===== src/rtl/adc_reader.sv =====
// SPI receiver for a dual-channel 14-bit ADC (LTC1407A-1 framing): generates AD_CONV and SPI_SCK,
// shifts both channels in MSB-first and presents them as two's-complement words with a valid strobe.
module adc_reader #(
    parameter int SCK_HALF  = 4,
    parameter int FRAME_SCK = 34,
    parameter int DATA_W    = 14
) (
    input  logic              CLK_50M,
    input  logic              RESET,
    input  logic              startEnable,
    input  logic              SPI_MISO,
    output logic              SPI_SCK,
    output logic              AD_CONV,
    output logic [DATA_W-1:0] Vadc_a,
    output logic [DATA_W-1:0] Vadc_b,
    output logic              dataValid,
    output logic              busy
);

    typedef enum logic [1:0] {IDLE, CONV, SHIFT, DONE} state_t;

    localparam logic [7:0] DIV_LAST  = 8'(SCK_HALF - 1);
    localparam logic [5:0] LAST_EDGE = 6'(FRAME_SCK);
    localparam logic [5:0] A_FIRST   = 6'd3;
    localparam logic [5:0] A_LAST    = 6'(DATA_W + 2);
    localparam logic [5:0] B_FIRST   = 6'(DATA_W + 5);
    localparam logic [5:0] B_LAST    = 6'(2 * DATA_W + 4);

    state_t            state, state_nx;
    logic [7:0]        div;
    logic [5:0]        bit_cnt;
    logic [DATA_W-1:0] shift_a, shift_b;
    logic              first_frame;
    logic              div_wrap, sck_rise, frame_end;
    logic [5:0]        edge_num;

    always_ff @(posedge CLK_50M or posedge RESET) begin
        if (RESET) state <= IDLE;
        else       state <= state_nx;
    end

    always_comb begin
        // NOTE: every signal driven here gets a default first, so no path can infer a latch.
        state_nx  = state;
        div_wrap  = (div == DIV_LAST);
        edge_num  = bit_cnt + 6'd1;
        sck_rise  = (state == SHIFT) && div_wrap && !SPI_SCK;
        frame_end = (state == SHIFT) && div_wrap && SPI_SCK && (bit_cnt == LAST_EDGE);
        AD_CONV   = (state == CONV);
        busy      = (state != IDLE);
        unique case (state)
            IDLE:  if (startEnable) state_nx = CONV;
            CONV:  if (div_wrap && bit_cnt[0]) state_nx = SHIFT;
            SHIFT: if (frame_end) state_nx = DONE;
            DONE:  state_nx = startEnable ? CONV : IDLE;
        endcase
    end

    // CONV reuses the divider and bit 0 of the bit counter to time its two SCK half-periods.
    always_ff @(posedge CLK_50M or posedge RESET) begin
        if (RESET) begin
            // NOTE: sequential state uses non-blocking assignments so every register samples pre-edge values.
            div         <= '0;
            bit_cnt     <= '0;
            SPI_SCK     <= 1'b0;
            shift_a     <= '0;
            shift_b     <= '0;
            Vadc_a      <= '0;
            Vadc_b      <= '0;
            dataValid   <= 1'b0;
            first_frame <= 1'b1;
        end else begin
            dataValid <= 1'b0;
            unique case (state)
                IDLE, DONE: begin
                    div     <= '0;
                    bit_cnt <= '0;
                    SPI_SCK <= 1'b0;
                    if (state == DONE) first_frame <= 1'b0;
                end
                CONV: begin
                    if (div_wrap) begin
                        div     <= '0;
                        bit_cnt <= bit_cnt[0] ? 6'd0 : 6'd1;
                    end else begin
                        div <= div + 8'd1;
                    end
                end
                SHIFT: begin
                    if (div_wrap) begin
                        div     <= '0;
                        SPI_SCK <= ~SPI_SCK;
                    end else begin
                        div <= div + 8'd1;
                    end
                    if (sck_rise) begin
                        bit_cnt <= edge_num;
                        if (edge_num >= A_FIRST && edge_num <= A_LAST)
                            shift_a <= {shift_a[DATA_W-2:0], SPI_MISO};
                        if (edge_num >= B_FIRST && edge_num <= B_LAST)
                            shift_b <= {shift_b[DATA_W-2:0], SPI_MISO};
                    end
                    // The first frame after reset returns a stale conversion and is discarded.
                    if (frame_end && !first_frame) begin
                        Vadc_a    <= shift_a;
                        Vadc_b    <= shift_b;
                        dataValid <= 1'b1;
                    end
                end
            endcase
        end
    end

endmodule


===== config.mk =====
export PLATFORM = sky130hd
export DESIGN_NAME = adc_reader
export DESIGN_NICKNAME = d
export VERILOG_FILES = /design/src/rtl/adc_reader.sv
export SDC_FILE = /design/constraint.sdc
export NUM_CORES = 1
export LEC_CHECK = 0
export ABC_CLOCK_PERIOD_IN_PS = 3800
export CAP_MARGIN = 20
export CORE_MARGIN = 3
export CORE_UTILIZATION = 43
export DETAILED_ROUTE_END_ITERATION = 8
export DONT_BUFFER_PORTS = 1
export PLACE_DENSITY = 0.59
export REMOVE_ABC_BUFFERS = 1
export SLEW_MARGIN = 15
export SYNTH_ARGS = -nofsm -noshare
export SYNTH_HDL_FRONTEND = slang
export SYNTH_SLANG_ARGS = --single-unit

===== constraint.sdc =====
create_clock -name CLK_50M -period 3.8 [get_ports CLK_50M]
set_input_delay 0.76 -clock CLK_50M [delete_from_list [all_inputs] [get_ports CLK_50M]]
set_output_delay 0.76 -clock CLK_50M [all_outputs]
set_load 0.01 [all_outputs]

; Word level (Yosys, flattened, before mapping)
; Cells that the tools add are included.
[word_totals]
ff_bits = 75
output_inout_bits = 32
elab_cells = 65
[op_classes]
n_addsub = 2
n_lt_le_gt_ge = 4
eq_ne = 11
n_mux = 15
bitwise = 1
reduce_logical = 22
[op_table]
columns = op, n
row1 = 6-bit one-hot mux with 3 select lines, 1
row2 = 8-bit one-hot mux with 2 select lines, 1
row3 = 6-bit 2-to-1 mux, 2
row4 = 3-bit AND reduction, 3
row5 = "8-bit by 1-bit adder with 8-bit output, second input constant", 1
row6 = "8-bit by 2-bit equality test with 1-bit output, second input constant", 1
row7 = 1-bit logical AND, 8
row8 = 8-bit 2-to-1 mux, 1
row9 = "2-bit inequality test, second input constant", 4
row10 = 2-bit one-hot mux with 4 select lines, 1
row11 = 2-bit AND reduction, 4
row12 = "6-bit by 1-bit adder with 6-bit output, second input constant", 1
row13 = "6-bit equality test, second input constant", 1
row14 = "6-bit by 2-bit greater-or-equal comparator with 1-bit output, second input constant", 1
row15 = "6-bit by 5-bit greater-or-equal comparator with 1-bit output, second input constant", 1
row16 = "6-bit by 5-bit <= comparator with 1-bit output, second input constant", 1
row17 = "6-bit <= comparator, second input constant", 1
row18 = 2-bit 2-to-1 mux, 3
row19 = 1-bit 2-to-1 mux, 5
row20 = "2-bit equality test, second input constant", 2
row21 = "2-bit by 1-bit inequality test with 1-bit output, second input constant", 2
row22 = 2-bit nonzero test, 2
row23 = 2-bit OR reduction, 2
row24 = "2-bit by 1-bit equality test with 1-bit output, second input constant", 1
row25 = other kinds (4), 5

; Longest topological paths before layout
; Gate-level depths: netlist of the first run.
[depth]
word_depth = 7
ltp_mapped = 10
depth_no_buf = 7

; Least setup slack after synthesis of the first run
; Ideal clock, no wire load.
[synth_path]
path_kind = register -> register
start = reg div[3]
end = reg Vadc_a[0]
setup_ns = 0.125
t_arrival_ns = 2.227
required_ns = 3.675
path_slack_ns = 1.448
path_stages_with_launch = 8
path_cell_list = dfrtp_1 -> or4_4 -> or3_1 -> buf_2 -> nor4b_4 -> buf_6 -> buf_12 -> mux2_4
[synth_via]
elab_chain_cells = 6
[synth_lines]
columns = item, line_no
row1 = start: declaration, 30  ; logic [7:0] div;
row2 = start signal: assignment, 86  ; div <= div + 8'd1;
row3 = start signal: assignment, 94  ; div <= div + 8'd1;
row4 = 8-bit by 2-bit equality test with 1-bit output, 45  ; div_wrap = (div == DIV_LAST);
row5 = 1-bit logical AND (3 in a row), 48  ; frame_end = (state == SHIFT) && div_wrap && SPI_SCK && (bit_cnt == LAST_EDGE);
row6 = 1-bit logical AND, 104  ; if (frame_end && !first_frame) begin
row7 = 2-bit AND reduction (no source line), n/a
row8 = end signal: assignment, 105  ; Vadc_a <= shift_a;
row9 = end: declaration, 14  ; output logic [DATA_W-1:0] Vadc_a,
; Every way passes these cells.
; A chain may end at the register's enable or synchronous reset.

; Worst setup path in the final report of the first run
[layout_path]
start = reg bit_cnt[0]
end = reg shift_b[13]
[layout_via]
elab_chain_cells = 4
word_cells_on_any_way = 5
cone_classes = add/sub: 1 / order compare: 2 / reduce/logical: 2
[layout_lines]
columns = item, line_no
row1 = start: declaration, 31  ; logic [5:0] bit_cnt;
row2 = start signal: assignment, 84  ; bit_cnt <= bit_cnt[0] ? 6'd0 : 6'd1;
row3 = start signal: assignment, 97  ; bit_cnt <= edge_num;
row4 = 6-bit by 1-bit adder with 6-bit output *, 46  ; edge_num = bit_cnt + 6'd1;
row5 = 6-bit by 5-bit greater-or-equal comparator with 1-bit output or 6-bit <= comparator (tied branches), 100  ; if (edge_num >= B_FIRST && edge_num <= B_LAST)
row6 = 1-bit logical AND *, 100
row7 = 3-bit AND reduction (no source line) *, n/a
row8 = end signal: assignment, 101  ; shift_b <= {shift_b[DATA_W-2:0], SPI_MISO};
row9 = end: declaration, 32  ; logic [DATA_W-1:0] shift_a, shift_b;
; Every way passes the cells marked *; elsewhere a longest branch is shown, timed or not.

==> flow_metrics.py, run 1 <==
metrics = {
    "run_status": {
        "status": "completed",
    },
    "synth": {
        "synth_area_leaders": "dfrtp_1 (48%), mux2_4 (12%), nand3_1 (6.5%)",
        "yosysUniqueCellTypes": 49,
        "synth_flop_cell": "dfrtp_1",
        "yosysWarningCount": 0,
        "ys_ff_latch": 75,
        "netlist_instances": 324,
        "async_reset_ff_frac": 1.00,
        "syn-mean-instance-area_sq_um": 11.9,
        "yosysTopAreaCell": "dfrtp_1",
        "yosysTopAreaCellShare": 0.478,
        "syn-cell-area_sq_um": 3870,
        "synth_edf_count": 0,
        "seq_area_frac_synth": 0.485,
    },
    "timing": {
        "setup_viol": 0,
        "period_needed_ns": 2.85,
        "fin_ws_ns": 0.951,
        "fin_skew_ns": 0.0147,
        "worst_pin_slew_ns": 0.989,
        "slew_violations": 0,
        "max-slew-margin-rel": 0.341,
        "hold_viol": 0,
        "finalSetupTns_ns": 0,
        "fin_crit_sh": 0.750,
        "rsz0062_at_grt": "false",
        "hold_slack_ns": 0.267,
        "clock.fmax_mhz": 351,
    },
    "routing": {
        "first_pass_iters": 5,
        "via_per_inst": 5.86,
        "wire_per_inst_microns": 17.1,
        "vias": 2532,
        "drcViolationCount": 0,
        "postRouteAntennaNets": 0,
        "wirelength_mm": 7.39,
        "drt_iter0_drc": 193,
    },
    "die": {
        "boundaryPins": 36,
        "initial_core_util": 0.457,
        "die_area_sq_um": 10200,
        "num_rows": 33,
        "die_h_microns": 101,
        "die_x_microns": 101,
        "core_area_sq_um": 8460,
    },
    "cells_and_area": {
        "layout-drive-gt1-share": 0.214,
        "area_growth_pct": 7.40,
        "nFillCells": 737,
        "nets": 337,
        "num_antenna_cells": 0,
        "final_area_sq_um": 4160,
        "final_cells": 432,
    },
    "worst_setup_path": {
        "start_kind": "register",
        "r2r_end": "shift_b[13]",
        "ff2ff_path_depth": 5,
        "crit_required_ns": 4.03,
        "critPathKind": "reg2reg",
        "critPathCaptureType": "register",
        "ff2ff_setup_slack_ns": 0.95,
        "r2r-start": "bit_cnt[0]",
        "crit_arrival_ns": 3.08,
        "path_max_fanout": 15,
    },
    "placed_design": {
        "port_buffers": 0,
        "dp.cells": 416,
        "dp_hpwl_mm": 4.81,
        "pre_cts_slack_ns": 0.938,
        "post_dp_cell_area_sq_um": 3920,
        "place_congestion": 0.834,
    },
    "clocking": {
        "post-cts-setup-buffers": 0,
        "clkLatencyLatePin_ns": 0.34,
        "cts_num_sinks": 75,
        "cts.clk_slew.worst_paths_ns": 0.08,
        "numCtsBuffers": 9,
        "root_buffer": "clkbuf_8",
        "cts_tree": "yes",
        "postCtsHoldBufs": 0,
        "cts_resized": 0,
        "h-tree-depth": 3,
        "clockBufferDepth": 2,
    },
    "global_route": {
        "grt_overflow_total": 0,
        "grt_pass1_wl_mm": 12.3,
        "antenna_found_initial": 0,
        "track_usage": 0.153,
        "grt_max_degree": 55,
        "grt_pass1_vias": 2433,
    },
    "run": {
        "maxCapViolCount": 0,
    },
    "power_and_ir_drop": {
        "peakVddDrop_v": 0.000259,
        "powerDensity_nw_per_um2": 375,
        "leakage_nw": 1.90,
    },
    "worst_hold_path": {
        "hold_class": "in2async",
    },
}
per-stage QoR:
| stage | power [mW] | util |
|---|---|---|
| after floorplan | 0.831 | - |
| after global placement | 0.838 | 0.463 |
| after detailed placement | 0.838 | 0.463 |
| after CTS | 1.58 | 0.491 |
| after global routing | 1.61 | 0.491 |
| final | 1.56 | 0.491 |
Yosys cell counts, drive strengths merged, types with 2 or more instances:
library cell / count
or3: 3
nor2: 8
xor2: 5
nand2: 9
o31ai: 3
buf: 10
or4: 3
inv: 6
clkbuf: 9
nor3: 3
mux2: 43
xnor2: 2
nor4b: 2
a222oi: 13
ha: 11
nand4: 4
nand2b: 3
o21ai: 7
dfrtp: 74
a21oi: 3
nand3: 50
a21bo: 2
a2bb2oi: 2
and3: 4
a21o: 2
and2: 28
flip-flops by register name, indices dropped and copies added (netlist names):
signal       flops
shift_a         14
state            2
Vadc_b          14
first_frame      1
dataValid        1
shift_b         14
div              8
Vadc_a          14
bit_cnt          6
SPI_SCK          1
cell usage in the layout, fill, tap and decap left out, types with 3 or more instances in the layout:
cell type,n
nand3_1,50
nor3_1,3
or3_1,3
xor2_1,5
and3_1,4
nand2b_1,3
mux2_4,30
a21oi_1,3
dfrtp_1,74
nand2_1,9
inv_1,5
a222oi_1,13
nor2_1,8
o21ai_0,6
buf_4,6
mux2_2,10
ha_1,11
bufinv_16,3
clkbuf_8,9
mux2_1,3
nand4_1,4
and2_1,28
o31ai_1,3
layout make-up:
cell class,count,area (sq um),share of cell area
clock buffer,10,128,0.0307
clock inverter,6,111,0.0268
inverter,6,23.8,0.00572
sequential,75,1880,0.452
multi-input combinational,224,1840,0.443
tap,105,131,0.0316
timing repair buffer,6,45.0,0.0108
worst max path at each step:
stage                     startpoint          end  cells after the start
after floorplan               div[3]   Vadc_a[12]                      4
after global placement    bit_cnt[0]  shift_b[13]                      5
after detailed placement  bit_cnt[0]  shift_b[13]                      5
after CTS                 bit_cnt[0]  shift_b[13]                      5
after global routing        state[0]  shift_b[13]                      7
final                     bit_cnt[0]  shift_b[13]                      5
cells by family (layout without fill, tap and decap cells):
family          count (synthesis)  count (layout)  share of synthesized area
fa+ha+maj                      11              11                     0.0356
simple gates                  122             122                      0.179
buf+inv                        25              28                     0.0394
xor+xnor                        7               7                     0.0158
mux                            43              43                      0.154
flops                          75              75                      0.485
compound gates                 41              41                     0.0909
report_power, final:
part | switching (mW) | internal, mW
sequential | 0.00157 | 0.799
combinational | 0.0165 | 0.00345
clock | 0.300 | 0.438
total | 0.318 | 1.24
critical path, stage by stage, from the launching register on:
cell and delay, ns:
dfrtp_1 0.47, ha_1 0.28, or3_1 0.39, a21bo_2 0.37, o32ai_4 0.80, mux2_2 0.41
layer usage:
layer,global-route usage,part of all wire
met4,0.0560,0.011
met2,0.224,0.47
met3,0.0471,0.066
met5,0,0
met1,0.213,0.45
No activity file was read; power rests on OpenSTA's default activity.
==> run 2, diff against run 1 <==
--- a/config.mk
+++ b/config.mk
@@ -5,13 +5,13 @@
 export SDC_FILE = /design/constraint.sdc
 export NUM_CORES = 1
 export LEC_CHECK = 0
-export ABC_CLOCK_PERIOD_IN_PS = 3800
+export ABC_CLOCK_PERIOD_IN_PS = 2400
 export CAP_MARGIN = 20
 export CORE_MARGIN = 3
 export CORE_UTILIZATION = 43
 export DETAILED_ROUTE_END_ITERATION = 8
 export DONT_BUFFER_PORTS = 1
-export PLACE_DENSITY = 0.59
+export PLACE_DENSITY = 0.61
 export REMOVE_ABC_BUFFERS = 1
 export SLEW_MARGIN = 15
 export SYNTH_ARGS = -nofsm -noshare
==> constraint.sdc (replaced) <==
create_clock -name CLK_50M -period 2.4 [get_ports CLK_50M]
set_input_delay 0.48 -clock CLK_50M [delete_from_list [all_inputs] [get_ports CLK_50M]]
set_output_delay 0.48 -clock CLK_50M [all_outputs]
set_load 0.01 [all_outputs]
==> flow_metrics.py, run 2 (same netlist as run 1, synthesis figures left out) <==
metrics = {
    "run_status": {
        "status": "completed",
    },
    "global_route": {
        "track_usage": 0.164,
        "grt_pass1_vias": 2703,
        "antenna_found_initial": 0,
        "grt_max_degree": 43,
        "grt_overflow_total": 0,
        "grt_pass1_wl_mm": 13.4,
    },
    "die": {
        "boundaryPins": 36,
        "initial_core_util": 0.457,
        "core_area_sq_um": 8460,
        "die_x_microns": 101,
        "die_h_microns": 101,
        "die_area_sq_um": 10200,
        "num_rows": 33,
    },
    "clocking": {
        "root_buffer": "clkbuf_8",
        "cts_num_sinks": 75,
        "cts_tree": "yes",
        "numCtsBuffers": 9,
        "clockBufferDepth": 2,
        "h-tree-depth": 3,
        "cts.clk_slew.worst_paths_ns": 0.09,
        "clkLatencyLatePin_ns": 0.35,
    },
    "routing": {
        "wirelength_mm": 7.78,
        "vias": 2600,
        "drcViolationCount": 0,
        "wire_per_inst_microns": 17.4,
        "postRouteAntennaNets": 0,
        "first_pass_iters": 6,
        "via_per_inst": 5.82,
        "drt_iter0_drc": 202,
    },
    "timing": {
        "hold_viol": 0,
        "max-slew-margin-rel": 0.584,
        "slew_violations": 0,
        "clock.fmax_mhz": 419,
        "rsz0062_at_grt": "true",
        "hold_slack_ns": 0.0691,
        "period_needed_ns": 2.39,
        "worst_pin_slew_ns": 0.623,
        "fin_skew_ns": 0.0109,
        "setup_viol": 0,
        "fin_crit_sh": 0.995,
        "finalSetupTns_ns": 0,
    },
    "worst_setup_path": {
        "critPathCaptureType": "register",
        "cp_num_buf_inv": 2,
        "ff2ff_setup_slack_ns": 0.01,
        "path_max_fanout": 9,
        "worstPathCellList": "or4_4 > or3_4 > nor4b_4 > buf_4 > buf_8 > mux2_2",
        "start_kind": "register",
        "crit_required_ns": 2.63,
        "crit_family": "simple AND/OR/NAND/NOR gates",
        "crit_arrival_ns": 2.61,
        "r2r_end": "Vadc_b[3]",
        "cp_slowest_cell": "or4_4",
        "critPathMaxStageDelay_ns": 0.56,
        "ff2ff_path_depth": 6,
        "critPathKind": "reg2reg",
        "crit_end": "Vadc_b[3]",
        "crit_start": "div[3]",
        "critical_path_cell_count": 6,
        "r2r-start": "div[3]",
    },
    "placed_design": {
        "post_dp_cell_area_sq_um": 4030,
        "place_congestion": 0.843,
        "port_buffers": 0,
        "dp_hpwl_mm": 5.03,
    },
    "cells_and_area": {
        "final_area_sq_um": 4310,
        "layout_commonest_cell": "dfrtp_1",
        "layout-drive-gt1-share": 0.266,
        "most-common-layout-cells": "dfrtp_1 (74), nand3_1 (50), mux2_4 (34)",
        "nFillCells": 724,
        "final_core_util": 0.509,
        "num_antenna_cells": 0,
        "nets": 352,
        "area_growth_pct": 11.4,
    },
    "power_and_ir_drop": {
        "powerDensity_nw_per_um2": 529,
        "peakVddDrop_v": 0.000451,
        "leakage_nw": 1.98,
    },
    "run": {
        "maxCapViolCount": 0,
    },
    "worst_hold_path": {
        "hold_class": "in2async",
    },
}
run 2: changes by cell type in the layout (fill, tap and decap cells not counted), moves of 2 or more:
cell	delta
clkinv_4	+2
buf_4	+10
buf_12	+3
mux2_1	-2
mux2_2	-2
bufinv_16	-2
mux2_4	+4
run 2: power breakdown:
group	switching (mW)	leakage [nW]	internal, mW
Combinational	0.0270	0.867	0.00772
Clock	0.493	0.0958	0.485
Sequential	0.00245	1.01	1.27
Total	0.522	1.98	1.76
run 2: timing repair:
item	in CTS	in global routing
buffers inserted	0	2
gates resized for setup	1	15
gates cloned	0	1
hold buffers	0	0
endpoints found under the setup margin	2	32
pin swaps	0	1
run 2: cell type report:
| type | instances | area, sq um | area share |
|---|---|---|---|
| flip-flops and latches | 75 | 1880 | 0.436 |
| multi-input cells | 224 | 1870 | 0.434 |
| inverters | 6 | 23.8 | 0.00551 |
| repair buffers | 21 | 206 | 0.0479 |
| clock buffers | 9 | 124 | 0.0287 |
| clock inverters | 7 | 76.3 | 0.0177 |
| well taps | 105 | 131 | 0.0305 |
run 2: how the worst min path moves through the flow:
stage | start | endpoint | cells past startpoint
2_1_floorplan | div[0] | div[0] | 1
3_3_place_gp | RESET | div[2] | 1
3_5_place_dp | RESET | div[2] | 1
4_1_cts | RESET | Vadc_b[9] | 1
5_1_grt | RESET | Vadc_b[9] | 1
6_report | RESET | Vadc_b[9] | 1
run 2: metal layers:
layer / track usage / vias to the layer above / routed length [microns]
met2: 0.262 / 73 / 3670
met5: 0 / - / 0
met4: 0.0477 / 0 / 73
met1: 0.218 / 1299 / 3630
met3: 0.0478 / 8 / 408
li1: - / 1220 / -
run 2: metrics by stage:
step	cells	power, mW	worst slack (ns)
floorplan	305	1.32	-0.892
CTS	444	2.32	0.0251
finish	447	2.28	0.0108
detailed placement	428	1.33	-0.00101
global route	447	2.38	-0.0499
global placement	428	1.33	0.0733
